===== src/rtl/obj_centroid_calc.sv =====
// Foreground centroid of a binarised camera frame: accumulates pixel count and
// coordinate sums per frame, then divides them serially to report the centroid.
module obj_centroid_calc #(
    parameter int unsigned MIN_PIXELS = 64
) (
    input  logic        clk,
    input  logic        rst_n,
    input  logic        frame_vsync,
    input  logic        frame_href,
    input  logic        frame_valid,
    input  logic [7:0]  binary_in,
    output logic        obj_detected,
    output logic        obj_none,
    output logic [10:0] obj_x,
    output logic [10:0] obj_y,
    output logic [19:0] obj_pixels,
    output logic        busy
);

    typedef enum logic [1:0] {IDLE, DIV_X, DIV_Y, DONE} state_t;

    localparam logic [19:0] MIN_CNT   = 20'(MIN_PIXELS);
    localparam logic [10:0] COORD_MAX = '1;
    localparam logic [19:0] COUNT_MAX = '1;
    localparam logic [4:0]  LAST_BIT  = 5'd30;

    state_t      state_q, state_d;
    logic        vsync_q, vsync_d;
    logic        href_q, href_d;
    logic [10:0] x_q, x_d;
    logic [10:0] y_q, y_d;
    logic        line_pix_q, line_pix_d;
    logic [19:0] count_q, count_d;
    logic [30:0] sum_x_q, sum_x_d;
    logic [30:0] sum_y_q, sum_y_d;
    logic [19:0] snap_count_q, snap_count_d;
    logic [30:0] snap_sum_y_q, snap_sum_y_d;
    logic [19:0] rem_q, rem_d;
    logic [30:0] dq_q, dq_d;
    logic [4:0]  bit_q, bit_d;
    logic [10:0] quo_x_q, quo_x_d;
    logic [10:0] obj_x_q, obj_x_d;
    logic [10:0] obj_y_q, obj_y_d;
    logic [19:0] obj_pixels_q, obj_pixels_d;
    logic        obj_none_q, obj_none_d;

    logic        boundary;
    logic        pix;
    logic        href_fall;
    logic        fg;
    logic [20:0] rem_shift;
    logic        rem_ge;
    logic [19:0] rem_next;
    logic [30:0] dq_next;

    always_comb begin
        boundary  = frame_vsync & ~vsync_q;
        pix       = frame_href & frame_valid;
        href_fall = href_q & ~frame_href;
        fg        = pix & ~frame_vsync & (binary_in != 8'd0);

        // dq holds the remaining dividend bits on top and the quotient bits shifted in below
        rem_shift = {rem_q, dq_q[30]};
        rem_ge    = rem_shift >= {1'b0, snap_count_q};
        rem_next  = rem_ge ? 20'(rem_shift - {1'b0, snap_count_q}) : rem_shift[19:0];
        dq_next   = {dq_q[29:0], rem_ge};

        vsync_d      = frame_vsync;
        href_d       = frame_href;
        x_d          = x_q;
        y_d          = y_q;
        line_pix_d   = line_pix_q;
        count_d      = count_q;
        sum_x_d      = sum_x_q;
        sum_y_d      = sum_y_q;
        snap_count_d = snap_count_q;
        snap_sum_y_d = snap_sum_y_q;
        rem_d        = rem_q;
        dq_d         = dq_q;
        bit_d        = bit_q;
        quo_x_d      = quo_x_q;
        obj_x_d      = obj_x_q;
        obj_y_d      = obj_y_q;
        obj_pixels_d = obj_pixels_q;
        obj_none_d   = 1'b0;
        state_d      = state_q;

        if (href_fall) begin
            x_d = '0;
        end else if (pix && x_q != COORD_MAX) begin
            x_d = x_q + 11'd1;
        end

        if (href_fall) begin
            line_pix_d = 1'b0;
        end else if (pix && !frame_vsync) begin
            line_pix_d = 1'b1;
        end

        if (boundary) begin
            y_d = '0;
        end else if (href_fall && line_pix_q && y_q != COORD_MAX) begin
            y_d = y_q + 11'd1;
        end

        if (boundary) begin
            snap_count_d = count_q;
            snap_sum_y_d = sum_y_q;
            obj_pixels_d = count_q;
            count_d      = '0;
            sum_x_d      = '0;
            sum_y_d      = '0;
        end else if (fg && count_q != COUNT_MAX) begin
            count_d = count_q + 20'd1;
            sum_x_d = sum_x_q + {20'd0, x_q};
            sum_y_d = sum_y_q + {20'd0, y_q};
        end

        case (state_q)
            DIV_X: begin
                rem_d = rem_next;
                dq_d  = dq_next;
                bit_d = bit_q + 5'd1;
                if (bit_q == LAST_BIT) begin
                    quo_x_d = dq_next[10:0];
                    dq_d    = snap_sum_y_q;
                    rem_d   = '0;
                    bit_d   = '0;
                    state_d = DIV_Y;
                end
            end
            DIV_Y: begin
                rem_d = rem_next;
                dq_d  = dq_next;
                bit_d = bit_q + 5'd1;
                if (bit_q == LAST_BIT) begin
                    obj_x_d = quo_x_q;
                    obj_y_d = dq_next[10:0];
                    state_d = DONE;
                end
            end
            DONE:    state_d = IDLE;
            default: state_d = IDLE;
        endcase

        // A new frame boundary always wins: any division in flight is abandoned
        if (boundary) begin
            rem_d = '0;
            bit_d = '0;
            dq_d  = sum_x_q;
            if (count_q >= MIN_CNT) begin
                state_d = DIV_X;
            end else begin
                state_d    = IDLE;
                obj_none_d = 1'b1;
            end
        end
    end

    always_ff @(posedge clk) begin
        if (!rst_n) begin
            state_q      <= IDLE;
            // Treat vsync as already high so a frame gap at release is not a boundary
            vsync_q      <= 1'b1;
            href_q       <= 1'b0;
            x_q          <= '0;
            y_q          <= '0;
            line_pix_q   <= 1'b0;
            count_q      <= '0;
            sum_x_q      <= '0;
            sum_y_q      <= '0;
            snap_count_q <= '0;
            snap_sum_y_q <= '0;
            rem_q        <= '0;
            dq_q         <= '0;
            bit_q        <= '0;
            quo_x_q      <= '0;
            obj_x_q      <= '0;
            obj_y_q      <= '0;
            obj_pixels_q <= '0;
            obj_none_q   <= 1'b0;
        end else begin
            state_q      <= state_d;
            vsync_q      <= vsync_d;
            href_q       <= href_d;
            x_q          <= x_d;
            y_q          <= y_d;
            line_pix_q   <= line_pix_d;
            count_q      <= count_d;
            sum_x_q      <= sum_x_d;
            sum_y_q      <= sum_y_d;
            snap_count_q <= snap_count_d;
            snap_sum_y_q <= snap_sum_y_d;
            rem_q        <= rem_d;
            dq_q         <= dq_d;
            bit_q        <= bit_d;
            quo_x_q      <= quo_x_d;
            obj_x_q      <= obj_x_d;
            obj_y_q      <= obj_y_d;
            obj_pixels_q <= obj_pixels_d;
            obj_none_q   <= obj_none_d;
        end
    end

    assign obj_detected = (state_q == DONE);
    assign busy         = (state_q == DIV_X) || (state_q == DIV_Y);
    assign obj_none     = obj_none_q;
    assign obj_x        = obj_x_q;
    assign obj_y        = obj_y_q;
    assign obj_pixels   = obj_pixels_q;

endmodule


===== config.mk =====
export PLATFORM = sky130hd
export DESIGN_NAME = obj_centroid_calc
export DESIGN_NICKNAME = d
export VERILOG_FILES = /design/src/rtl/obj_centroid_calc.sv
export SDC_FILE = /design/constraint.sdc
export NUM_CORES = 1
export LEC_CHECK = 0
export BUFFER_PORTS_ARGS = -buffer_cell sky130_fd_sc_hd__buf_2
export CAP_MARGIN = 30
export CORE_MARGIN = 3
export CORE_UTILIZATION = 62
export DETAILED_ROUTE_END_ITERATION = 6
export PLACE_DENSITY = 0.8
export SYNTH_ARGS = -nofsm -noshare
export SYNTH_HDL_FRONTEND = slang
export SYNTH_SLANG_ARGS = --single-unit

===== constraint.sdc =====
create_clock -name clk -period 3.5 [get_ports clk]
set_input_delay 0.35 -clock clk [delete_from_list [all_inputs] [get_ports clk]]
set_output_delay 0.35 -clock clk [all_outputs]
set_load 0.005 [all_outputs]

* Yosys cells after proc, flatten, opt, wreduce, memory -nomap -nowiden *
Index checks and enable logic that the tools add are counted.
W data, S select, Z words.

cells by class
  reductions and logical operators = 16
  multiplexer cells = 14
  bitwise logic cells = 9
  $add $sub $neg = 7
  order comparisons = 2
  eq/ne operators = 9

operators by type and width
  operator                 count
  $add A31 B11 Y31         2
  $mux W31                 2
  $pmux W31 S2             1
  $mux W20                 2
  $pmux W20 S2             1
  $add A11 B1 Y11 const B  2
  $ne A11 B11 Y1 const B   2
  $ge A21 B20 Y1           1
  $add A20 B1 Y20 const B  1
  $ge A20 B7 Y1 const B    1
  $ne A20 B20 Y1 const B   1
  $sub A20 B20 Y20         1
  $pmux W5 S2              1
  $reduce_and A2 Y1        4
  $reduce_bool A8 Y1       1
  $mux W2                  3
  $ne A3 B3 Y1 const B     2
  $add A5 B1 Y5 const B    1
  $and A1 B1 Y1            5
  $eq A5 B5 Y1 const B     1
  $logic_and A1 B1 Y1      5
  $mux W5                  1
  $eq A2 B2 Y1 const B     2
  $not A1 Y1               4
  8 further kinds          10

word-level totals
  word-level logic and storage cells = 75
  input port bits = 13
  flip-flop bits (word level) = 250

* Longest topological paths before layout *
Gate-level depths: netlist of the first run.

  depth in word-level cells = 4
  mapped depth = 12
  gate-level depth less buffers = 12

* Worst setup path after synthesis of the first run *
No wires, ideal clock.

  path type = reg2reg
  from = reg y_q[0]
  to = reg sum_y_q[30]
  buffers on the path = 1
  clock period less this slack = 2.641 ns
  required time = 3.372 ns
  setup slack = 0.859 ns
  stages on the path, launching flop included = 12
  arrival time = 2.513 ns
  path through = dfxtp_1 > ha_1 > fa_1 > a21o_1 > a21o_1 > a2111oi_1 > o31ai_1 > o21ba_2 > buf_6 > nand4_1 > xor2_1 > nor2_1

on the way
  cells in the longest elaborated chain, start to end = 1

ends and longest elaborated chain
  what                      line  source
  start: declaration        31    logic [10:0] y_q, y_d;
  start signal: assignment  187   y_q <= y_d;
  $add A31 B11 Y31          116   sum_y_d = sum_y_q + {20'd0, y_q};
  end signal: assignment    191   sum_y_q <= sum_y_d;
  end: declaration          35    logic [30:0] sum_y_q, sum_y_d;

Every way passes these cells.
A chain may end at the register's enable or synchronous reset.

* Worst setup path after layout of the first run *
  from = reg y_q[0]
  to = reg sum_y_q[14]

The elaborated chain is that of the path after synthesis.

==> results of run 1 <==
-- sequential cells by signal, indices dropped and copies added, names as in the netlist, 2 cells and up --
name	count
sum_y_q	31
rem_q	20
count_q	20
state_q	2
obj_x	11
dq_q	31
obj_y	11
obj_pixels	20
x_q	11
y_q	11
bit_q	5
sum_x_q	31
quo_x_q	11
snap_sum_y_q	31
-- per-layer routing --
metal,up-vias,global-route usage,part of all wire
met4,0,0.0674,0.016
met5,-,0,0
met2,236,0.423,0.47
li1,5036,-,-
met3,42,0.0347,0.052
met1,4764,0.338,0.46
-- metrics by stage --
stage | cells | instance area [um^2]
after floorplan | 1435 | 12000
after global placement | 1693 | 12400
after detailed placement | 1693 | 12400
after CTS | 1740 | 13400
after global routing | 1740 | 13400
final | 1740 | 13400
-- worst max-delay path by stage --
stage | end | depth (start not counted) | from
3_3_place_gp | sum_y_q[24] | 10 | y_q[0]
5_1_grt | sum_y_q[14] | 10 | y_q[0]
3_5_place_dp | sum_y_q[14] | 10 | y_q[0]
4_1_cts | sum_y_q[14] | 10 | y_q[0]
2_1_floorplan | sum_y_q[30] | 11 | y_q[0]
6_report | sum_y_q[14] | 10 | y_q[0]
-- cell families after synthesis --
family | Yosys count
fa+ha+maj | 54
simple gates | 568
flops | 250
xor+xnor | 97
buf+inv | 116
compound gates | 290
mux | 60
-- power by group --
part	switching, mW	internal [mW]
clock	1.15	1.88
combinational	0.151	0.0575
sequential	0.0104	2.85
total	1.31	4.79
-- cell usage after synthesis, types with 6 or more instances --
| library cell | number |
|---|---|
| dfxtp_1 | 250 |
| nand2_1 | 229 |
| nor2_1 | 180 |
| a21oi_1 | 137 |
| clkbuf_1 | 59 |
| xor2_1 | 57 |
| ha_1 | 51 |
| nand3_1 | 51 |
| inv_1 | 42 |
| xnor2_1 | 40 |
| o21ai_0 | 36 |
| a222oi_1 | 31 |
| mux2_2 | 30 |
| mux2i_1 | 30 |
| nand4_1 | 20 |
| or3_1 | 18 |
| a21o_1 | 15 |
| a211oi_1 | 14 |
| and3_1 | 14 |
| nor3_1 | 12 |
| o21ai_1 | 12 |
| nor2b_1 | 9 |
| and4_1 | 8 |
| buf_2 | 7 |
| nand2b_1 | 7 |
| o21a_1 | 7 |
| and2_1 | 6 |
| nor4_1 | 6 |
-- area by class of cell --
cell class / instances / area (um^2)
fillers: 1462 / 5460
inverters: 43 / 163
flip-flops and latches: 250 / 5000
multi-input cells: 1069 / 6540
clock buffers: 31 / 701
well taps: 260 / 325
clock inverters: 16 / 245
repair buffers: 71 / 390
-- critical path, delay by kind of cell (launching register included) --
family          cells  cell delay, ps
simple gates        2             180
flops               1             350
fa+ha+maj           2             660
xor+xnor            1             170
compound gates      5            1420
==> results_dict.tcl, run 1 <==
set metrics [dict create \
    status "finished clean" \
    ys_ff_latch 250 \
    routabilityCongestion 0.849 \
    postCtsHoldBufs 0 \
    start_kind "flop" \
    syn_area_um2 12000 \
    worstPathArrival_ps 3300 \
    root_buffer "clkbuf_16" \
    die_w_um 145 \
    yosysSeqAreaShare 0.417 \
    detail-route-antenna-nets 0 \
    maxCapViolCount 0 \
    viasPerCell 5.79 \
    cp_max_fo 10 \
    cts_resized 0 \
    hp-start "frame_valid" \
    leakage_nw 5.12 \
    synth.largest_area_cell "dfxtp_1" \
    grt_max_degree 64 \
    drive_gt1_frac 0.109 \
    synth_top_cell_area_share 0.417 \
    gr-total-overflow 0 \
    synth_mux_area_frac 0.0532 \
    fmax_mhz 344 \
    clk_pin_slew_ps 70 \
    timing.rr.start "y_q[0]" \
    synth-main-ff-cell "dfxtp_1" \
    htreeDepth 1 \
    period_share 0.829 \
    cts_inserted_buffers 26 \
    critPathKind "reg2reg" \
    fin_ws_ps 597 \
    clock_path_buffers 3 \
    dr.pass1.iters 7 \
    synth_top_family_by_area "simple AND/OR/NAND/NOR gates" \
    grt_pass1_vias 9550 \
    rsz0062_at_grt "false" \
    slew_viol_final 0 \
    max_stage_delay_ps 560 \
    r2r-end "sum_y_q[14]" \
    dieArea_um2 21000 \
    drc 0 \
    clk_latency_ps 530 \
    worstPathCellList "ha_1 > fa_1 > a21o_1 > a21o_1 > a2111oi_1 > o31ai_1 > o21ba_2 > nand3_1 > xor2_1 > nor2_1" \
    whs_endpoint "x_q[10]" \
    first_iter_violations 703 \
    fp-row-count 50 \
    initial_core_util 0.637 \
    synth_cell_type_count 55 \
    yosysWarnings 0 \
    num_antenna_cells 0 \
    synthAdderAreaFrac 0.0582 \
    hold_viol 0 \
    die_h_um 145 \
    post-route-min-period_ps 2900 \
    peakVddDrop_mv 0.314 \
    wl_per_cell_um 15.5 \
    powerDensity_nw_per_um2 456 \
    hold_class "in2reg" \
    cp_common_cell "a21o_1" \
    postSynthCellCount 1435 \
    required_ps 3890 \
    synthArstFlopShare 0 \
    wl_mm 27.0 \
    via_count 10100 \
    r2r_setup_slack_ps 600 \
    areaGrowthSynthToFinish_pct 11.5 \
    setup_viol 0 \
    finalPower_mw 6.10 \
    clkSinkCount 250 \
    synth_edf_count 0 \
    hold_slack_ps 80.6 \
    slowest_stage "a2111oi_1" \
    final_core_util 0.710 \
    clock-skew-final_ps 9.49 \
    synthSimpleGateAreaFrac 0.207 \
    syn-num-nets 1502 \
    numPortBuffers 57 \
    post_cts_buffers 0 \
    synth_compound_area_frac 0.153 \
    antenna_found_initial 0 \
    final.setup.tns_ps 0 \
    end_kind "flop" \
    worst-slew-pin-transition_ps 788 \
    core_area_um2 18800 \
    pre_cts_ws_ps 597 \
    grt_usage 0.250 \
    grt_first_pass_wirelength_mm 45.8 \
    ios 58 \
    mostFrequentLayoutCell "dfxtp_1" \
    slew_headroom 0.471 \
    holdPathStages 3 \
    reg2regPathDepth 10 \
    post_synth_xor_area_fraction 0.0709 \
    synth_area_leaders "dfxtp_1, nand2_1, a21oi_1" \
    final_cell_mix "dfxtp_1, nand2_1, nor2_1, a21oi_1" \
    syn_avg_cell_area_um2 8.36 \
    post-dp-hpwl_mm 17.9 \
    fin_nets 1528 \
    cts_tree "done" \
]
No activity file was read; power rests on OpenSTA's default activity.
==> run 2, diff against run 1 <==
--- a/config.mk
+++ b/config.mk
@@ -8,9 +8,9 @@
 export BUFFER_PORTS_ARGS = -buffer_cell sky130_fd_sc_hd__buf_2
 export CAP_MARGIN = 30
 export CORE_MARGIN = 3
-export CORE_UTILIZATION = 62
+export CORE_UTILIZATION = 56
 export DETAILED_ROUTE_END_ITERATION = 6
-export PLACE_DENSITY = 0.8
+export PLACE_DENSITY = 0.77
 export SYNTH_ARGS = -nofsm -noshare
 export SYNTH_HDL_FRONTEND = slang
 export SYNTH_SLANG_ARGS = --single-unit
==> constraint.sdc (replaced) <==
create_clock -name clk -period 2.4 [get_ports clk]
set_input_delay 0.24 -clock clk [delete_from_list [all_inputs] [get_ports clk]]
set_output_delay 0.24 -clock clk [all_outputs]
set_load 0.005 [all_outputs]
==> results_dict.tcl, run 2 (synthesis results as in run 1) <==
set metrics [dict create \
    worstPathArrival_ps 2910 \
    detail-route-antenna-nets 0 \
    worstPathCellList "inv_1 > ha_4 > nand3_1 > o21bai_2 > a211oi_2 > o21ba_4 > o31ai_4 > buf_6 > or4_1 > o21ai_1" \
    viasPerCell 5.73 \
    slew_headroom 0.473 \
    die_w_um 152 \
    clkSinkCount 250 \
    setup_viol 1 \
    via_count 10600 \
    grt_first_pass_wirelength_mm 47.4 \
    clk_pin_slew_ps 60 \
    die_h_um 152 \
    worst-slew-pin-transition_ps 784 \
    clock-skew-final_ps 7.85 \
    wl_per_cell_um 15.8 \
    cts_inserted_buffers 26 \
    clock_path_buffers 3 \
    period_share 1.02 \
    rsz0062_at_grt "true" \
    drive_gt1_frac 0.206 \
    cp_top_family "compound AO/OA/AOI/OAI gates" \
    critPathKind "reg2reg" \
    start_kind "flop" \
    cp-endpoint "rem_q[13]" \
    violations "negative setup slack" \
    crit_cells 10 \
    areaGrowthSynthToFinish_pct 21.9 \
    final_cell_mix "dfxtp_1, nand2_1, nor2_1, a21oi_1, buf_4" \
    grt_pass1_vias 9917 \
    post-dp-hpwl_mm 19.3 \
    mostFrequentLayoutCell "dfxtp_1" \
    first_iter_violations 802 \
    dieArea_um2 23200 \
    cp_num_buf_inv 2 \
    numPortBuffers 57 \
    fmax_mhz 407 \
    leakage_nw 5.74 \
    slowest_stage "or4_1" \
    dr.pass1.iters 7 \
    required_ps 2850 \
    r2r_setup_slack_ps -60 \
    r2r-end "rem_q[13]" \
    hold_viol 0 \
    wl_mm 29.4 \
    fp-row-count 52 \
    fin_nets 1632 \
    routabilityCongestion 0.902 \
    maxCapViolCount 0 \
    fin_ws_ps -56.1 \
    gr-total-overflow 0 \
    end_kind "flop" \
    hold_slack_ps 138 \
    slew_viol_final 0 \
    timing.rr.start "obj_pixels[3]" \
    max_stage_delay_ps 500 \
    holdPathStages 3 \
    ios 58 \
    htreeDepth 1 \
    clk_latency_ps 520 \
    cts_tree "done" \
    status "finished with violations" \
    reg2regPathDepth 10 \
    cp_max_fo 4 \
    crit_start "obj_pixels[3]" \
    grt_max_degree 91 \
    powerDensity_nw_per_um2 611 \
    antenna_found_initial 0 \
    core_area_um2 20600 \
    post-route-min-period_ps 2460 \
    hold_class "in2reg" \
    pre_cts_ws_ps -105 \
    peakVddDrop_mv 0.477 \
    num_antenna_cells 0 \
    root_buffer "clkbuf_16" \
    final_core_util 0.708 \
    drc 0 \
    initial_core_util 0.581 \
    grt_usage 0.236 \
]
==> run 2: cell types whose count changed in the layout (fill, tap and decap cells not counted), moves of 9 or more <==
cell	change
a21oi_1	-10
dfxtp_1	-12
ha_1	-10
dfxtp_2	+12
a21oi_2	+9
buf_4	+90
==> run 2: area by class of cell <==
cell class                 instances  area [um^2]
sequential                       250         5020
multi-input combinational       1070         6880
fill                            1519         6010
tap                              270          338
clock inverter                     8          168
timing repair buffer             174         1270
clock buffer                      40          774
inverter                          43          163
==> run 2: worst register-to-register path: stages, from the launching register on <==
cell,delay (ps)
dfxtp_2,330
inv_1,60
ha_4,290
nand3_1,120
o21bai_2,240
a211oi_2,280
o21ba_4,190
o31ai_4,70
buf_6,140
or4_1,500
o21ai_1,150
==> run 2: worst min-delay path by stage <==
stage	start	endpoint
4_1_cts	frame_vsync	vsync_q
3_3_place_gp	obj_x[9]	obj_x[9]
6_report	frame_vsync	vsync_q
5_1_grt	frame_vsync	vsync_q
2_1_floorplan	rst_n	vsync_q
3_5_place_dp	quo_x_q[9]	quo_x_q[9]
==> run 2: metrics by stage <==
step                      setup TNS [ps]  instance area, um^2  cells  total power, mW
after floorplan                        0                12000   1435             4.49
after global placement              -191                13200   1791             4.60
after detailed placement            -909                13200   1791             4.61
after CTS                          -23.9                14200   1843             8.97
after global routing               -1620                14600   1855             9.20
final                              -56.1                14600   1855             8.93
==> run 2: report_power, final <==
part	internal, mW	switching [mW]	leakage (nW)
clock network	2.75	1.63	0.457
logic	0.127	0.242	3.26
registers	4.16	0.0125	2.02
==> run 2: per-layer routing <==
| layer | GRT usage | routed length, um |
|---|---|---|
| met5 | 0 | 0 |
| met4 | 0.0681 | 738 |
| met3 | 0.0358 | 1670 |
| met2 | 0.390 | 13700 |
| met1 | 0.321 | 13300 |
==> run 2: repair_timing <==
| action | CTS | global route |
|---|---|---|
| hold endpoints to repair | 3 | 0 |
| gates resized for setup | 23 | 67 |
| endpoints found under the setup margin | 41 | 68 |
| pin swaps | 7 | 28 |
| cloned | 0 | 3 |
| hold buffers | 3 | 0 |
| setup buffers | 1 | 9 |
==> run 3, diff against run 2 <==
--- a/config.mk
+++ b/config.mk
@@ -10,6 +10,7 @@
 export CORE_MARGIN = 3
 export CORE_UTILIZATION = 56
 export DETAILED_ROUTE_END_ITERATION = 6
+export GPL_TIMING_DRIVEN = 0
 export PLACE_DENSITY = 0.77
 export SYNTH_ARGS = -nofsm -noshare
 export SYNTH_HDL_FRONTEND = slang
==> results_dict.tcl, run 3 (synthesis results as in run 1) <==
set metrics [dict create \
    status "finished with violations" \
    violations "negative setup slack" \
    powerDensity_nw_per_um2 619 \
    num_antenna_cells 0 \
    die_w_um 152 \
    period_share 1.08 \
    gr-total-overflow 0 \
    mostFrequentLayoutCell "dfxtp_1" \
    grt_usage 0.257 \
    finalPower_mw 8.92 \
    routabilityCongestion 0.901 \
    antenna_found_initial 0 \
    dr.pass1.iters 6 \
    grt_first_pass_wirelength_mm 51.2 \
    start_kind "flop" \
    clock-skew-final_ps 17.2 \
    cp_max_fo 5 \
    ios 58 \
    placed_cell_area_um2 12600 \
    critPathKind "reg2reg" \
    timing.rr.start "obj_pixels[7]" \
    rsz0062_at_grt "true" \
    worstPathArrival_ps 3000 \
    final.setup.tns_ps -2570 \
    post-dp-hpwl_mm 21.1 \
    fin_nets 1625 \
    cts_tree "done" \
    hold_viol 0 \
    grt_max_degree 14 \
    grt_pass1_vias 10400 \
    fp-row-count 52 \
    detail-route-antenna-nets 0 \
    numPortBuffers 57 \
    final_cell_mix "dfxtp_1, nand2_1, nor2_1, a21oi_1, buf_2" \
    areaGrowthSynthToFinish_pct 20.2 \
    worst-slew-pin-transition_ps 784 \
    setup_viol 30 \
    drive_gt1_frac 0.174 \
    post-route-min-period_ps 2590 \
    end_kind "flop" \
    via_count 10700 \
    required_ps 2810 \
    leakage_nw 5.51 \
    reg2regPathDepth 12 \
    pre_cts_ws_ps -370 \
    first_iter_violations 839 \
    clk_latency_ps 540 \
    slew_headroom 0.473 \
    clkSinkCount 250 \
    r2r-end "rem_q[9]" \
    hp-start "frame_vsync" \
    root_buffer "clkbuf_16" \
    viasPerCell 5.81 \
    htreeDepth 1 \
    wl_per_cell_um 16.9 \
    clk_pin_slew_ps 60 \
    holdPathStages 4 \
    r2r_setup_slack_ps -190 \
    whs_endpoint "line_pix_q" \
    wl_mm 31.2 \
    fin_area_um2 14400 \
    initial_core_util 0.581 \
    core_area_um2 20600 \
    cts_inserted_buffers 27 \
    hold_slack_ps 99.6 \
    slew_viol_final 0 \
    fmax_mhz 385 \
    drc 0 \
    nFillCells 1584 \
    maxCapViolCount 0 \
    dieArea_um2 23200 \
    die_h_um 152 \
    peakVddDrop_mv 0.486 \
    fin_ws_ps -194 \
    hold_class "in2reg" \
    clock_path_buffers 3 \
]
run 3: changes by cell type in the layout (fill, tap and decap cells not counted), sizes merged:
cell and delta:
clkinv +6, bufinv -1, dlygate4sd3 +2, inv +2, o21ba -1, clkbuf +52
buf -66
run 3: routing by layer:
metal,up-vias,track usage,wire length [um]
met3,57,0.0329,2000
met5,-,0,0
met2,372,0.441,15100
met1,5071,0.341,13500
met4,0,0.0779,720
li1,5247,-,-
run 3: what timing repair did:
action                     in CTS  in global routing
pin swaps                      21                 29
setup endpoints to repair      87                 98
hold endpoints to repair        3                  0
gates resized for setup        74                 49
hold buffers                    5                  0
cloned                          2                  0
setup buffers                  22                 15
run 3: final cells by class:
type | count | area (um^2) | area share
buffer | 69 | 319 | 0.0221
clock buffer | 35 | 766 | 0.0531
clock inverter | 15 | 181 | 0.0126
inverter | 43 | 161 | 0.0112
multi-input combinational | 1069 | 6960 | 0.483
sequential | 250 | 5030 | 0.349
tap | 270 | 338 | 0.0234
timing repair buffer | 98 | 662 | 0.0459
run 3: through the flow:
step | utilization | cells
finish | 0.699 | 1849
CTS | 0.686 | 1837
floorplan | - | 1435
detailed placement | 0.613 | 1762
global placement | 0.613 | 1762
global route | 0.699 | 1849
run 3: where the power goes:
part / internal (mW) / switching, mW
Clock: 2.68 / 1.70
Combinational: 0.114 / 0.257
Sequential: 4.16 / 0.0162
run 3: worst max-delay path, stage by stage, from the launching register on:
cell      delay (ps)
dfxtp_2          340
inv_2             50
ha_4             260
a211oi_4         290
a21oi_2          100
or2_1            280
o21ba_4          250
o31ai_4          200
buf_6            170
buf_12           110
buf_8            120
mux2i_1          230
o21ai_1           90
run 3: how the worst max path moves through the flow:
stage	slack [ps]	startpoint	depth (start not counted)	end
final	-190	obj_pixels[7]	12	rem_q[9]
after global routing	-250	obj_pixels[7]	12	rem_q[9]
after CTS	-170	y_q[0]	10	sum_y_q[30]
after detailed placement	-370	x_q[0]	10	sum_x_q[30]
after global placement	-320	x_q[0]	10	sum_x_q[30]
after floorplan	5	obj_pixels[3]	10	rem_q[19]
